==> config.mk <==
export PLATFORM = sky130hd
export DESIGN_NAME = acq_capture_flat
export DESIGN_NICKNAME = d
export VERILOG_FILES = /design/src/rtl/la_pkg.sv /design/src/rtl/acq_capture_if.sv /design/src/rtl/acq_prescaler.sv /design/src/rtl/acq_capture.sv /design/src/flat_wrapper.sv
export SDC_FILE = /design/constraint.sdc
export NUM_CORES = 1
export LEC_CHECK = 0
export ABC_AREA = 1
export BUFFER_PORTS_ARGS = -buffer_cell sky130_fd_sc_hd__buf_2
export CAP_MARGIN = 20
export CORE_UTILIZATION = 50
export CTS_CLUSTER_DIAMETER = 50
export CTS_CLUSTER_SIZE = 14
export DETAILED_ROUTE_END_ITERATION = 16
export PLACE_DENSITY_LB_ADDON = 0.05
export SLEW_MARGIN = 20
export SYNTH_ARGS = -nofsm -noshare
export SYNTH_HDL_FRONTEND = slang
export SYNTH_SLANG_ARGS = --single-unit
==> constraint.sdc <==
create_clock -name clk -period 3.1 [get_ports clk]
set_input_delay 0.62 -clock clk [delete_from_list [all_inputs] [get_ports clk]]
set_output_delay 0.62 -clock clk [all_outputs]
set_load 0.05 [all_outputs]
==> src/rtl/la_pkg.sv <==
// rtl/la_pkg.sv - shared types and constants for the logic-analyser capture block
package la_pkg;

  localparam int SAMPLE_W       = 8;
  localparam int DIV_W          = 8;
  localparam int DEPTH_LOG2_DEF = 10;

  typedef enum logic [1:0] {
    IDLE      = 2'd0,
    WAIT_TRIG = 2'd1,
    CAPTURE   = 2'd2,
    DONE      = 2'd3
  } acq_state_e;

  // Only bits set in the mask take part in the trigger compare.
  function automatic logic trig_hit(input logic [SAMPLE_W-1:0] smp,
                                    input logic [SAMPLE_W-1:0] mask,
                                    input logic [SAMPLE_W-1:0] value);
    return ((smp & mask) == (value & mask));
  endfunction

endpackage

==> src/rtl/acq_capture_if.sv <==
// rtl/acq_capture_if.sv - dispatcher handshake and sample-buffer write bus
interface acq_capture_if #(
  parameter int DEPTH_LOG2 = la_pkg::DEPTH_LOG2_DEF
) ();

  logic                          grant_acq;
  logic                          done_acq;
  logic                          wr_en;
  logic [DEPTH_LOG2-1:0]         wr_addr;
  logic [la_pkg::SAMPLE_W-1:0]   wr_data;

  modport master (
    input  grant_acq,
    output done_acq,
    output wr_en,
    output wr_addr,
    output wr_data
  );

  modport slave (
    output grant_acq,
    input  done_acq,
    input  wr_en,
    input  wr_addr,
    input  wr_data
  );

endinterface

==> src/rtl/acq_prescaler.sv <==
// rtl/acq_prescaler.sv - sample tick generator, one tick every div+1 clocks
module acq_prescaler
  import la_pkg::*;
(
  input  logic             clk,
  input  logic             rst,
  input  logic             clr,
  input  logic [DIV_W-1:0] div,
  output logic             tick
);

  logic [DIV_W-1:0] count_q, count_d;
  logic [DIV_W-1:0] div_q, div_d;

  // div is re-sampled at every wrap, so a live change applies to the next period.
  assign tick = !clr && (count_q == div_q);

  always_comb begin
    count_d = count_q + 1'b1;
    div_d   = div_q;
    if (clr || tick) begin
      count_d = '0;
      div_d   = div;
    end
  end

  always_ff @(posedge clk) begin
    if (rst) begin
      count_q <= '0;
      div_q   <= '0;
    end else begin
      count_q <= count_d;
      div_q   <= div_d;
    end
  end

endmodule

==> src/rtl/acq_capture.sv <==
// rtl/acq_capture.sv - triggered probe capture into a sample buffer; ACQ_SYNC_EN adds a 2-flop probe synchroniser
module acq_capture
  import la_pkg::*;
#(
  parameter int DEPTH_LOG2 = DEPTH_LOG2_DEF
) (
  input  logic                clk,
  input  logic                rst,
  input  logic [SAMPLE_W-1:0] probe,
  input  logic [SAMPLE_W-1:0] trig_mask,
  input  logic [SAMPLE_W-1:0] trig_value,
  input  logic [DIV_W-1:0]    div,
  output logic                armed,
  acq_capture_if.master       bus
);

  localparam logic [DEPTH_LOG2-1:0] LAST_ADDR = '1;

  logic [SAMPLE_W-1:0] sample;

`ifdef ACQ_SYNC_EN
  logic [SAMPLE_W-1:0] sync1_q, sync1_d;
  logic [SAMPLE_W-1:0] sync2_q, sync2_d;

  always_comb begin
    sync1_d = probe;
    sync2_d = sync1_q;
  end

  always_ff @(posedge clk) begin
    if (rst) begin
      sync1_q <= '0;
      sync2_q <= '0;
    end else begin
      sync1_q <= sync1_d;
      sync2_q <= sync2_d;
    end
  end

  assign sample = sync2_q;
`else
  assign sample = probe;
`endif

  acq_state_e            state_q, state_d;
  logic                  done_q, done_d;
  logic                  armed_q, armed_d;
  logic                  wr_en_q, wr_en_d;
  logic [DEPTH_LOG2-1:0] wr_addr_q, wr_addr_d;
  logic [SAMPLE_W-1:0]   wr_data_q, wr_data_d;
  logic                  tick;
  logic                  pre_clr;

  // Prescaler is held at zero outside an active capture so WAIT_TRIG starts from 0.
  assign pre_clr = (state_q == IDLE) || (state_q == DONE);

  acq_prescaler u_prescaler (
    .clk  (clk),
    .rst  (rst),
    .clr  (pre_clr),
    .div  (div),
    .tick (tick)
  );

  always_comb begin
    state_d   = state_q;
    wr_en_d   = 1'b0;
    wr_addr_d = wr_addr_q;
    wr_data_d = wr_data_q;
    case (state_q)
      IDLE: begin
        if (bus.grant_acq) state_d = WAIT_TRIG;
      end
      WAIT_TRIG: begin
        if (!bus.grant_acq) begin
          state_d = IDLE;
        end else if (tick && trig_hit(sample, trig_mask, trig_value)) begin
          state_d   = CAPTURE;
          wr_en_d   = 1'b1;
          wr_addr_d = '0;
          wr_data_d = sample;
        end
      end
      CAPTURE: begin
        // The final write is on the bus this clock; stop before the address can wrap.
        if (!bus.grant_acq) begin
          state_d = IDLE;
        end else if (wr_en_q && (wr_addr_q == LAST_ADDR)) begin
          state_d = DONE;
        end else if (tick) begin
          wr_en_d   = 1'b1;
          wr_addr_d = wr_addr_q + 1'b1;
          wr_data_d = sample;
        end
      end
      DONE: begin
        if (!bus.grant_acq) state_d = IDLE;
      end
      default: state_d = IDLE;
    endcase
    armed_d = (state_d == WAIT_TRIG);
    done_d  = (state_d == DONE);
  end

  always_ff @(posedge clk) begin
    if (rst) begin
      state_q   <= IDLE;
      done_q    <= 1'b0;
      armed_q   <= 1'b0;
      wr_en_q   <= 1'b0;
      wr_addr_q <= '0;
      wr_data_q <= '0;
    end else begin
      state_q   <= state_d;
      done_q    <= done_d;
      armed_q   <= armed_d;
      wr_en_q   <= wr_en_d;
      wr_addr_q <= wr_addr_d;
      wr_data_q <= wr_data_d;
    end
  end

  assign armed        = armed_q;
  assign bus.done_acq = done_q;
  assign bus.wr_en    = wr_en_q;
  assign bus.wr_addr  = wr_addr_q;
  assign bus.wr_data  = wr_data_q;

endmodule
==> src/flat_wrapper.sv <==
// flat-port wrapper written by rule: the top's interface ports become plain ports
module acq_capture_flat import la_pkg::*;
#(
  parameter int DEPTH_LOG2 = DEPTH_LOG2_DEF
)
  (clk, rst, probe, trig_mask, trig_value, div, armed, bus_grant_acq, bus_done_acq, bus_wr_en, bus_wr_addr, bus_wr_data);
  acq_capture_if #(.DEPTH_LOG2(DEPTH_LOG2)) bus_i ();
  input  logic clk;
  input  logic rst;
  input  logic [SAMPLE_W-1:0] probe;
  input  logic [SAMPLE_W-1:0] trig_mask;
  input  logic [SAMPLE_W-1:0] trig_value;
  input  logic [DIV_W-1:0] div;
  output logic armed;
  input wire logic [$bits(bus_i.grant_acq)-1:0] bus_grant_acq;
  output wire logic [$bits(bus_i.done_acq)-1:0] bus_done_acq;
  output wire logic [$bits(bus_i.wr_en)-1:0] bus_wr_en;
  output wire logic [$bits(bus_i.wr_addr)-1:0] bus_wr_addr;
  output wire logic [$bits(bus_i.wr_data)-1:0] bus_wr_data;
  assign bus_i.grant_acq = bus_grant_acq;
  assign bus_done_acq = bus_i.done_acq;
  assign bus_wr_en = bus_i.wr_en;
  assign bus_wr_addr = bus_i.wr_addr;
  assign bus_wr_data = bus_i.wr_data;
  acq_capture #(.DEPTH_LOG2(DEPTH_LOG2)) u_core (.clk(clk), .rst(rst), .probe(probe), .trig_mask(trig_mask), .trig_value(trig_value), .div(div), .armed(armed), .bus(bus_i));
endmodule
* After elaboration in Yosys (flattened, before gate mapping) *
Index checks and enable logic that the tools add are counted.
W data, S select, Z words.

cells by class
  div/mod/pow operators = 0
  multiplexer cells = 25
  bitwise operators = 2
  equal/unequal tests = 13
  reductions and logical operators = 10
  order comparisons = 0
  add/subtract/negate cells = 2
  shifts and indexed selects = 0
  multipliers = 0

operators by type and width
  kind                     count
  $mux W10                 5
  $mux W8                  5
  $pmux W10 S2             1
  $and A8 B8 Y8            2
  $eq A8 B8 Y1             2
  $pmux W8 S2              1
  $mux W2                  6
  $add A10 B1 Y10 const B  1
  $eq A10 B10 Y1 const B   1
  $add A8 B1 Y8 const B    1
  $pmux W2 S4              1
  $eq A2 B2 Y1 const B     3
  $ne A2 B2 Y1 const B     3
  $reduce_and A6 Y1        1
  $mux W1                  5
  $eq A2 B1 Y1 const B     2
  $ne A2 B1 Y1 const B     2
  $logic_and A1 B1 Y1      3
  $logic_not A2 Y1         1
  $logic_or A1 B1 Y1       2
  $pmux W1 S2              1
  $reduce_bool A2 Y1       1
  $reduce_or A2 Y1         1
  $logic_not A1 Y1         1

word-level totals
  memories kept = 0
  memory bits (read-only) = 0
  bits in writable memories = 0
  register bits after elaboration = 39
  output and inout port bits = 21
  input bits = 35
  latch bits = 0

* Depth between registers and ports, before layout *
Gate-level depths: netlist of run 1.

  word-level depth = 9
  depth in mapped cells = 15
  gate-level depth less buffers = 15

* By module *
From an unflattened synthesis of run 1, not the netlist that was laid out.

second synthesis, totals
  cells, all modules = 329
  area, all modules = 2287.2 um^2

modules (own cells, without submodules)
  module         instances  area each (um^2)  cells an instance
  acq_capture    1          1428.9            219
  acq_prescaler  1          858.3             110

* Worst setup path before layout of run 1 *
Ideal clock, no wire load.

  kind = register -> register
  start point = reg u_core.wr_addr_q[0], in the netlist u_core.bus.wr_addr[0]
  end point = reg u_core.wr_data_q[0], in the netlist u_core.bus.wr_data[0]
  period minus slack after synthesis = 2123 ps
  setup slack = 977 ps
  buffers on the path = 1
  library setup time = 118 ps
  data required time = 2982 ps
  stages on the path, launching flop included = 14
  arrival time = 2005 ps
  cells stage by stage = dfxtp_1 ha_1 nand3_1 inv_2 nand3_1 inv_2 nand4_1 nand2_1 inv_2 nand2_2 nor2_8 buf_6 o21ai_1 a21oi_1

on the way
  longest elaborated chain between the ends = 4

ends and longest elaborated chain
  item                         line                RTL
  start: declaration           acq_capture.sv:49   logic [DEPTH_LOG2-1:0] wr_addr_q, wr_addr_d;
  start signal: assignment     acq_capture.sv:118  wr_addr_q <= wr_addr_d;
  $eq A10 B10 Y1               acq_capture.sv:88   end else if (wr_en_q && (wr_addr_q == LAST_ADDR)) begin
  $logic_and A1 B1 Y1          acq_capture.sv:88
  $ne A2 B2 Y1 (no line)       n/a
  $reduce_and A6 Y1 (no line)  n/a
  end signal: assignment       acq_capture.sv:119  wr_data_q <= wr_data_d;
  end: declaration             acq_capture.sv:50   logic [SAMPLE_W-1:0] wr_data_q, wr_data_d;

No other way between the ends.
A chain may end at the register's enable or synchronous reset.

* Worst setup path in the final report of run 1 *
  start point = reg u_core.wr_addr_q[0], in the netlist u_core.bus.wr_addr[0]
  end point = reg u_core.wr_addr_q[6], in the netlist u_core.bus.wr_addr[6]

on the way
  longest elaborated chain between the ends = 5
  elaborated cells on any way between the ends = 9
  those cells by class = 1 x add/sub; 2 x eq/ne; 4 x mux; 2 x reduce/logical

ends and longest elaborated chain
  item             line               RTL
  $add A10 B1 Y10  acq_capture.sv:92  wr_addr_d = wr_addr_q + 1'b1;
  $mux W10         acq_capture.sv:90  end else if (tick) begin
  $mux W10         acq_capture.sv:88
  $mux W10         acq_capture.sv:86  if (!bus.grant_acq) begin
  $pmux W10 S2     acq_capture.sv:70  case (state_q)

Parallel ways exist; a longest one is shown, timed or not. The select of a mux whose other input is x is not followed.

==> impl_metrics.ini, run 1 <==
[place]
io_buffers = 55
gp_congestion = 0.968
dp_hpwl_um = 3220
pre_cts_ws_ns = 0.991

[detailed_routing]
wl_um = 4140
ant_nets = 0
routedWlPerCell_um = 9.90
drtIter0Drc = 126
drc = 0
num_vias = 2018
vias_per_cell = 4.83
drtPass1Iterations = 4

[synthesis]
synth_top_family_by_area = simple AND/OR/NAND/NOR gates
synth_compound_area_share_pct = 11.3
synth_edf_count = 0
avgSynthCellArea_um2 = 6.73
yosys_warnings = 0
synth_seq_cells = 39
ys_seq_area_share_pct = 37.5
synth_fp_nets = 350
synthAdderAreaFrac_pct = 3.61
synthArstFlopShare_pct = 0
synth_cell_types = 28
syn_inst = 309
yosys-mux-area-fraction_pct = 0
synth_xor_area_share_pct = 3.79
synth-simple-area-share_pct = 33.8
netlist_area_mm2 = 0.00208
synth_ff_type = dfxtp_1

[cells_and_area]
utilization_pct = 61.9
drive_gt1_share_pct = 21.7
layout.nets = 408
antenna_cells = 0
area_growth_pct = 19.0

[floorplan]
pin_count = 56
die_area_mm2 = 0.00442
rows = 23
core_mm2 = 0.00400
fp.dieW_um = 66.5
die-height_um = 66.5
start_util_pct = 52.0

[timing]
tns_ns = 0
fin_skew_ns = 0.00409
hold_ws_ns = 0.469
relSlewSlack_pct = 76.4
rsz0062_at_grt = no
setup_viol = 0
fmax_ghz = 0.508
fin_crit_ns = 1.97
final_max_slew_viol_count = 0
worst_pin_slew_ns = 0.354
setup_ws_ns = 1.13
fin_crit_sh_pct = 63.5
hold_violations = 0

[critical_path]
start_kind = flip-flop
worstPathRequired_ns = 3.29
critPathMaxFanout = 6
cp.arrival_ns = 2.16
endpoint_kind = flip-flop
crit_type = reg2reg

[clock_tree]
ctsHoldBuffers = 0
cts_tree = built
root_buffer = clkbuf_8
clk_pin_slew_ns = 0.08
cts.repair.resized = 0
clock_path_buffers = 2
htreeDepth = 2
numCtsBuffers = 5
clkSinkCount = 39
postCtsSetupBuffers = 0
clock_latency_ns = 0.29

[grt]
grt_pass1_vias = 1656
grt_pass1_wl_um = 6930
grt_overflow_total = 0
antenna_found_initial = 0
grt_start_max_net_pins = 25
grtUsageTotal_pct = 20.7

[min_path]
hp-class = reg2reg

[power]
p_leak_nw = 1.22
ir_worst_vdd_v = 0.000297
p_per_area_mw_per_mm2 = 435

[run]
drv_cap = 0

[outcome]
status = finished, final reports clean
-- power breakdown --
group | internal (mW) | leakage [nW] | switching [mW]
clock | 0.156 | 0.0402 | 0.179
combinational | 0.0680 | 0.861 | 0.133
sequential | 0.526 | 0.318 | 0.0151
-- synth_stat cells, drive strengths merged, types with 2 or more instances --
| library cell | instances | area share, % |
|---|---|---|
| a21oi | 16 | 3.9 |
| and3 | 2 | 0.60 |
| buf | 3 | 1.3 |
| dfxtp | 39 | 38 |
| ha | 6 | 3.6 |
| inv | 47 | 8.5 |
| nand2 | 68 | 13 |
| nand3 | 21 | 5.5 |
| nand4 | 7 | 2.1 |
| nor2 | 55 | 11 |
| nor3 | 6 | 1.4 |
| o21ai | 23 | 5.7 |
| o21bai | 2 | 0.72 |
| xnor2 | 7 | 2.9 |
| xor2 | 2 | 0.84 |
-- layer usage --
metal  global-route usage, %  routed length (um)
met5                       0                   0
met2                    32.0                1890
met3                    6.51                 185
met1                    27.0                2030
met4                    7.18                  28
-- stage by stage --
stage                     power [mW]  std cells  cell area (um2)
after global placement         0.754        410             2390
after CTS                       1.10        418             2470
after detailed placement       0.754        410             2390
after global routing            1.15        418             2470
final                           1.08        418             2470
after floorplan                0.701        309             2080
-- cell usage in the layout, fill, tap and decap left out, types with 8 or more instances in the layout --
cell,n
o21ai_0,14
nor2_1,51
buf_2,55
o21ai_1,8
inv_1,40
nand3_1,19
nand2_1,65
dfxtp_1,39
a21oi_1,16
-- registers in the layout, summed over array words and instances, names as in the netlist --
name / count
u_core.armed: 1
u_core.bus.wr_addr: 10
u_core.bus.wr_data: 8
u_core.u_prescaler.div_q: 8
u_core.bus.wr_en: 1
u_core.state_q: 2
u_core.bus.done_acq: 1
u_core.u_prescaler.count_q: 8
-- critical path, cell delays in order (launching register included) --
cell and delay (ns):
dfxtp_1 0.39, ha_1 0.21, nand3_1 0.13, inv_2 0.11, nand3_1 0.13, inv_2 0.07, nand4_1 0.12, nand2_1 0.11
inv_2 0.04, nand2_2 0.11, inv_2 0.05, nand2_1 0.19, o21ai_0 0.11, nand2_1 0.07, nor2_1 0.04
-- path summary, 6_finish.rpt --
kind	from	to	slack, ns	depth (start not counted)
max	u_core.bus.wr_addr[0]	u_core.bus.wr_addr[6]	1.13	14
min	u_core.u_prescaler.div_q[1]	u_core.u_prescaler.div_q[1]	0.47	2
max reg2reg	u_core.bus.wr_addr[0]	u_core.bus.wr_addr[6]	1.13	14
min reg2reg	u_core.u_prescaler.div_q[1]	u_core.u_prescaler.div_q[1]	0.47	2
-- final cells by class --
class	count	area, um2
clock buffers	5	68.8
clock inverters	3	20.0
fillers	395	1530
inverters	47	176
multi-input cells	219	1090
flip-flops and latches	39	781
well taps	50	62.6
repair buffers	55	275
-- kinds of logic after synthesis --
family	Yosys count
flops	39
fa+ha+maj	6
simple gates	160
buf+inv	51
compound gates	44
xor+xnor	9
No activity file was read; power rests on OpenSTA's default activity.
==> inputs of run 2 (changes only) <==
ABC_AREA = 0   (was 1)
CORE_UTILIZATION = 46   (was 50)
clock period = 1.8 ns   (was 3.1 ns; I/O delays follow)
==> run 2 against run 1 <==
Net effect:
- the flow now finishes with violations (negative setup slack)
- first-iteration DRC count down 29%
- global-route usage up 3.3 points
- largest cell class unchanged
- power up 79%
- core utilization up 9.0 points
- flip-flop and latch count unchanged
==> impl_metrics.ini, run 2 <==
[detailed_routing]
wl_um = 4990
num_vias = 1943
drtPass1Iterations = 4
ant_nets = 0
vias_per_cell = 5.22
routedWlPerCell_um = 13.4
drc = 0
drtIter0Drc = 90

[critical_path]
reg2reg_slack_ns = -0.33
crit_family = compound AO/OA/AOI/OAI gates
start_kind = flip-flop
crit_top_cell = buf_4
r2r-start = u_core.u_prescaler.div_q[4]
cp.arrival_ns = 2.32
setup.worst_path.end = u_core.bus.wr_addr[2]
endpoint_kind = flip-flop
crit_type = reg2reg
crit_buf_inv = 3
crit_path_cell_trace = xor2_1 > nor4_2 > buf_4 > nand3_4 > a2111o_1 > buf_4 > buf_6 > o21ai_0 > a21oi_1
cp.depth = 9
worstPathRequired_ns = 1.98
crit_start = u_core.u_prescaler.div_q[4]
reg2reg_depth = 9
crit_slowest_cell = a2111o_1
r2r_end = u_core.bus.wr_addr[2]
critPathMaxFanout = 7
cpPeakStageDelay_ns = 0.45

[synthesis]
synth_top_area_share_pct = 40.5
ys_seq_area_share_pct = 40.5
synth_fp_nets = 263
netlist_area_mm2 = 0.00193
synth_most_common_cell = dfxtp_1
synth_top_family_by_area = simple AND/OR/NAND/NOR gates
synth_top_cell_by_area = dfxtp_1
synth_ff_type = dfxtp_1
synthAdderAreaFrac_pct = 3.90
synth_xor_area_share_pct = 10.5
avgSynthCellArea_um2 = 8.68
synth_edf_count = 0
ys_top_cells_by_area = dfxtp_1 41%, xor2_1 9.5%, a21oi_1 4.7%
syn_inst = 222
synth_seq_cells = 39
synthTopCellsByCount = 39 x dfxtp_1, 24 x nand2_1, 21 x xor2_1
synthArstFlopShare_pct = 0
synth_cell_types = 38
yosys_warnings = 0
yosys-mux-area-fraction_pct = 4.16
synth-simple-area-share_pct = 22.7
synth_compound_area_share_pct = 14.5

[clock_tree]
clkSinkCount = 39
clock_path_buffers = 2
clk_pin_slew_ns = 0.08
htreeDepth = 2
ctsHoldBuffers = 0
clock_latency_ns = 0.29
numCtsBuffers = 5
root_buffer = clkbuf_8
cts_tree = built

[cells_and_area]
drive_gt1_share_pct = 44.1
utilization_pct = 70.8
fillCellCount = 329
fin_cells = 372
final_common_cell = buf_2
largest_register_ffs = 10
antenna_cells = 0
mostFrequentLayoutCells = 57 x buf_2, 39 x buf_4, 24 x nand2_1, 24 x dfxtp_1, 21 x xor2_1
area_growth_pct = 47.1
layout.nets = 362
design_area_mm2 = 0.00283

[timing]
final_max_slew_viol_count = 0
rsz0062_at_grt = yes
fin_skew_ns = 0.00884
setup_ws_ns = -0.331
fmax_ghz = 0.469
setup_viol = 18
fin_crit_ns = 2.13
fin_crit_sh_pct = 118
relSlewSlack_pct = 74.4
worst_pin_slew_ns = 0.374
hold_violations = 0

[grt]
grt_overflow_total = 0
antenna_found_initial = 0
grt_pass1_vias = 1759
grt_pass1_wl_um = 7940
grtUsageTotal_pct = 24.0
grt_start_max_net_pins = 18

[floorplan]
core_mm2 = 0.00400
pin_count = 56
fp.dieW_um = 66.7
die-height_um = 66.7
start_util_pct = 48.2
die_area_mm2 = 0.00445
rows = 23

[power]
power.total_mw = 1.93
ir_worst_vdd_v = 0.000556
p_per_area_mw_per_mm2 = 682
p_leak_nw = 1.28

[place]
dp_hpwl_um = 3400
placedCellCount = 355
io_buffers = 55
pre_cts_ws_ns = -0.468
place_area_mm2 = 0.00258
gp_congestion = 0.811

[outcome]
violations = negative setup slack
status = complete, but fails checks

[run]
drv_cap = 0

[min_path]
hp-class = in2reg
[run 2: cell count changes after synthesis, sizes merged, moves of 4 or more]
| cell | change |
|---|---|
| nand2 | -44 |
| nor2 | -41 |
| inv | -38 |
| xor2 | +19 |
| o21ai | -18 |
| nand3 | -12 |
| mux2i | +8 |
| o31ai | +5 |
| or4 | +5 |
| xnor2 | -5 |
| a22oi | +4 |
| nor3 | +4 |
[run 2: report_power, final]
group	leakage [nW]	switching [mW]	internal, mW
Sequential	0.326	0.0204	0.883
Clock	0.0563	0.323	0.357
Combinational	0.899	0.173	0.176
[run 2: cell type report]
class / instances / area (um2) / area share [%]
Timing Repair Buffer: 100 / 632 / 22.3
Tap cell: 50 / 62.6 / 2.21
Sequential cell: 39 / 812 / 28.7
Clock buffer: 6 / 93.8 / 3.31
Inverter: 9 / 33.8 / 1.19
Multi-Input combinational cell: 166 / 1190 / 41.9
Clock inverter: 2 / 13.8 / 0.486
[run 2: cells by family after synthesis]
logic type	after synthesis
AOI/OAI and AO/OA	43
xor gates and xnor gates	23
adders and majority gates	6
buffers and inverters	18
DFF	39
muxes	8
and+or+nand+nor	85
[run 2: worst min path at each step]
stage	start	endpoint	slack, ns	cells past startpoint
floorplan	u_core.u_prescaler.div_q[6]	u_core.u_prescaler.div_q[6]	0.48	2
global placement	u_core.bus.wr_data[6]	u_core.bus.wr_data[6]	0.43	2
detailed placement	u_core.bus.wr_data[7]	u_core.bus.wr_data[7]	0.45	2
CTS	div[3]	u_core.u_prescaler.div_q[3]	0.29	3
global route	div[4]	u_core.u_prescaler.div_q[4]	0.30	3
finish	div[5]	u_core.u_prescaler.div_q[5]	0.29	3
[run 2: metrics by stage]
stage	setup TNS (ns)	hold WS [ns]
after floorplan	-0.826	0.481
after global placement	-5.40	0.435
after detailed placement	-6.50	0.447
after CTS	-2.79	0.289
after global routing	-8.26	0.297
final	-4.31	0.295
[run 2: worst min-delay path: stages]
cell and delay (ns):
buf_2 0.07, mux2i_1 0.05, nor2_1 0.07
[run 2: what timing repair did]
item,in CTS,in global routing
cloned,3,0
pin swaps,0,5
resized for setup,9,11
setup buffers,3,3
endpoints found under the setup margin,20,30
[run 2: layer usage]
metal / vias up / GRT usage, % / share of wire (%)
met1: 894 / 30.7 / 46
met4: 0 / 8.78 / 1.3
met3: 8 / 5.99 / 3.8
met2: 47 / 38.6 / 49
met5: - / 0 / 0
li1: 994 / - / -
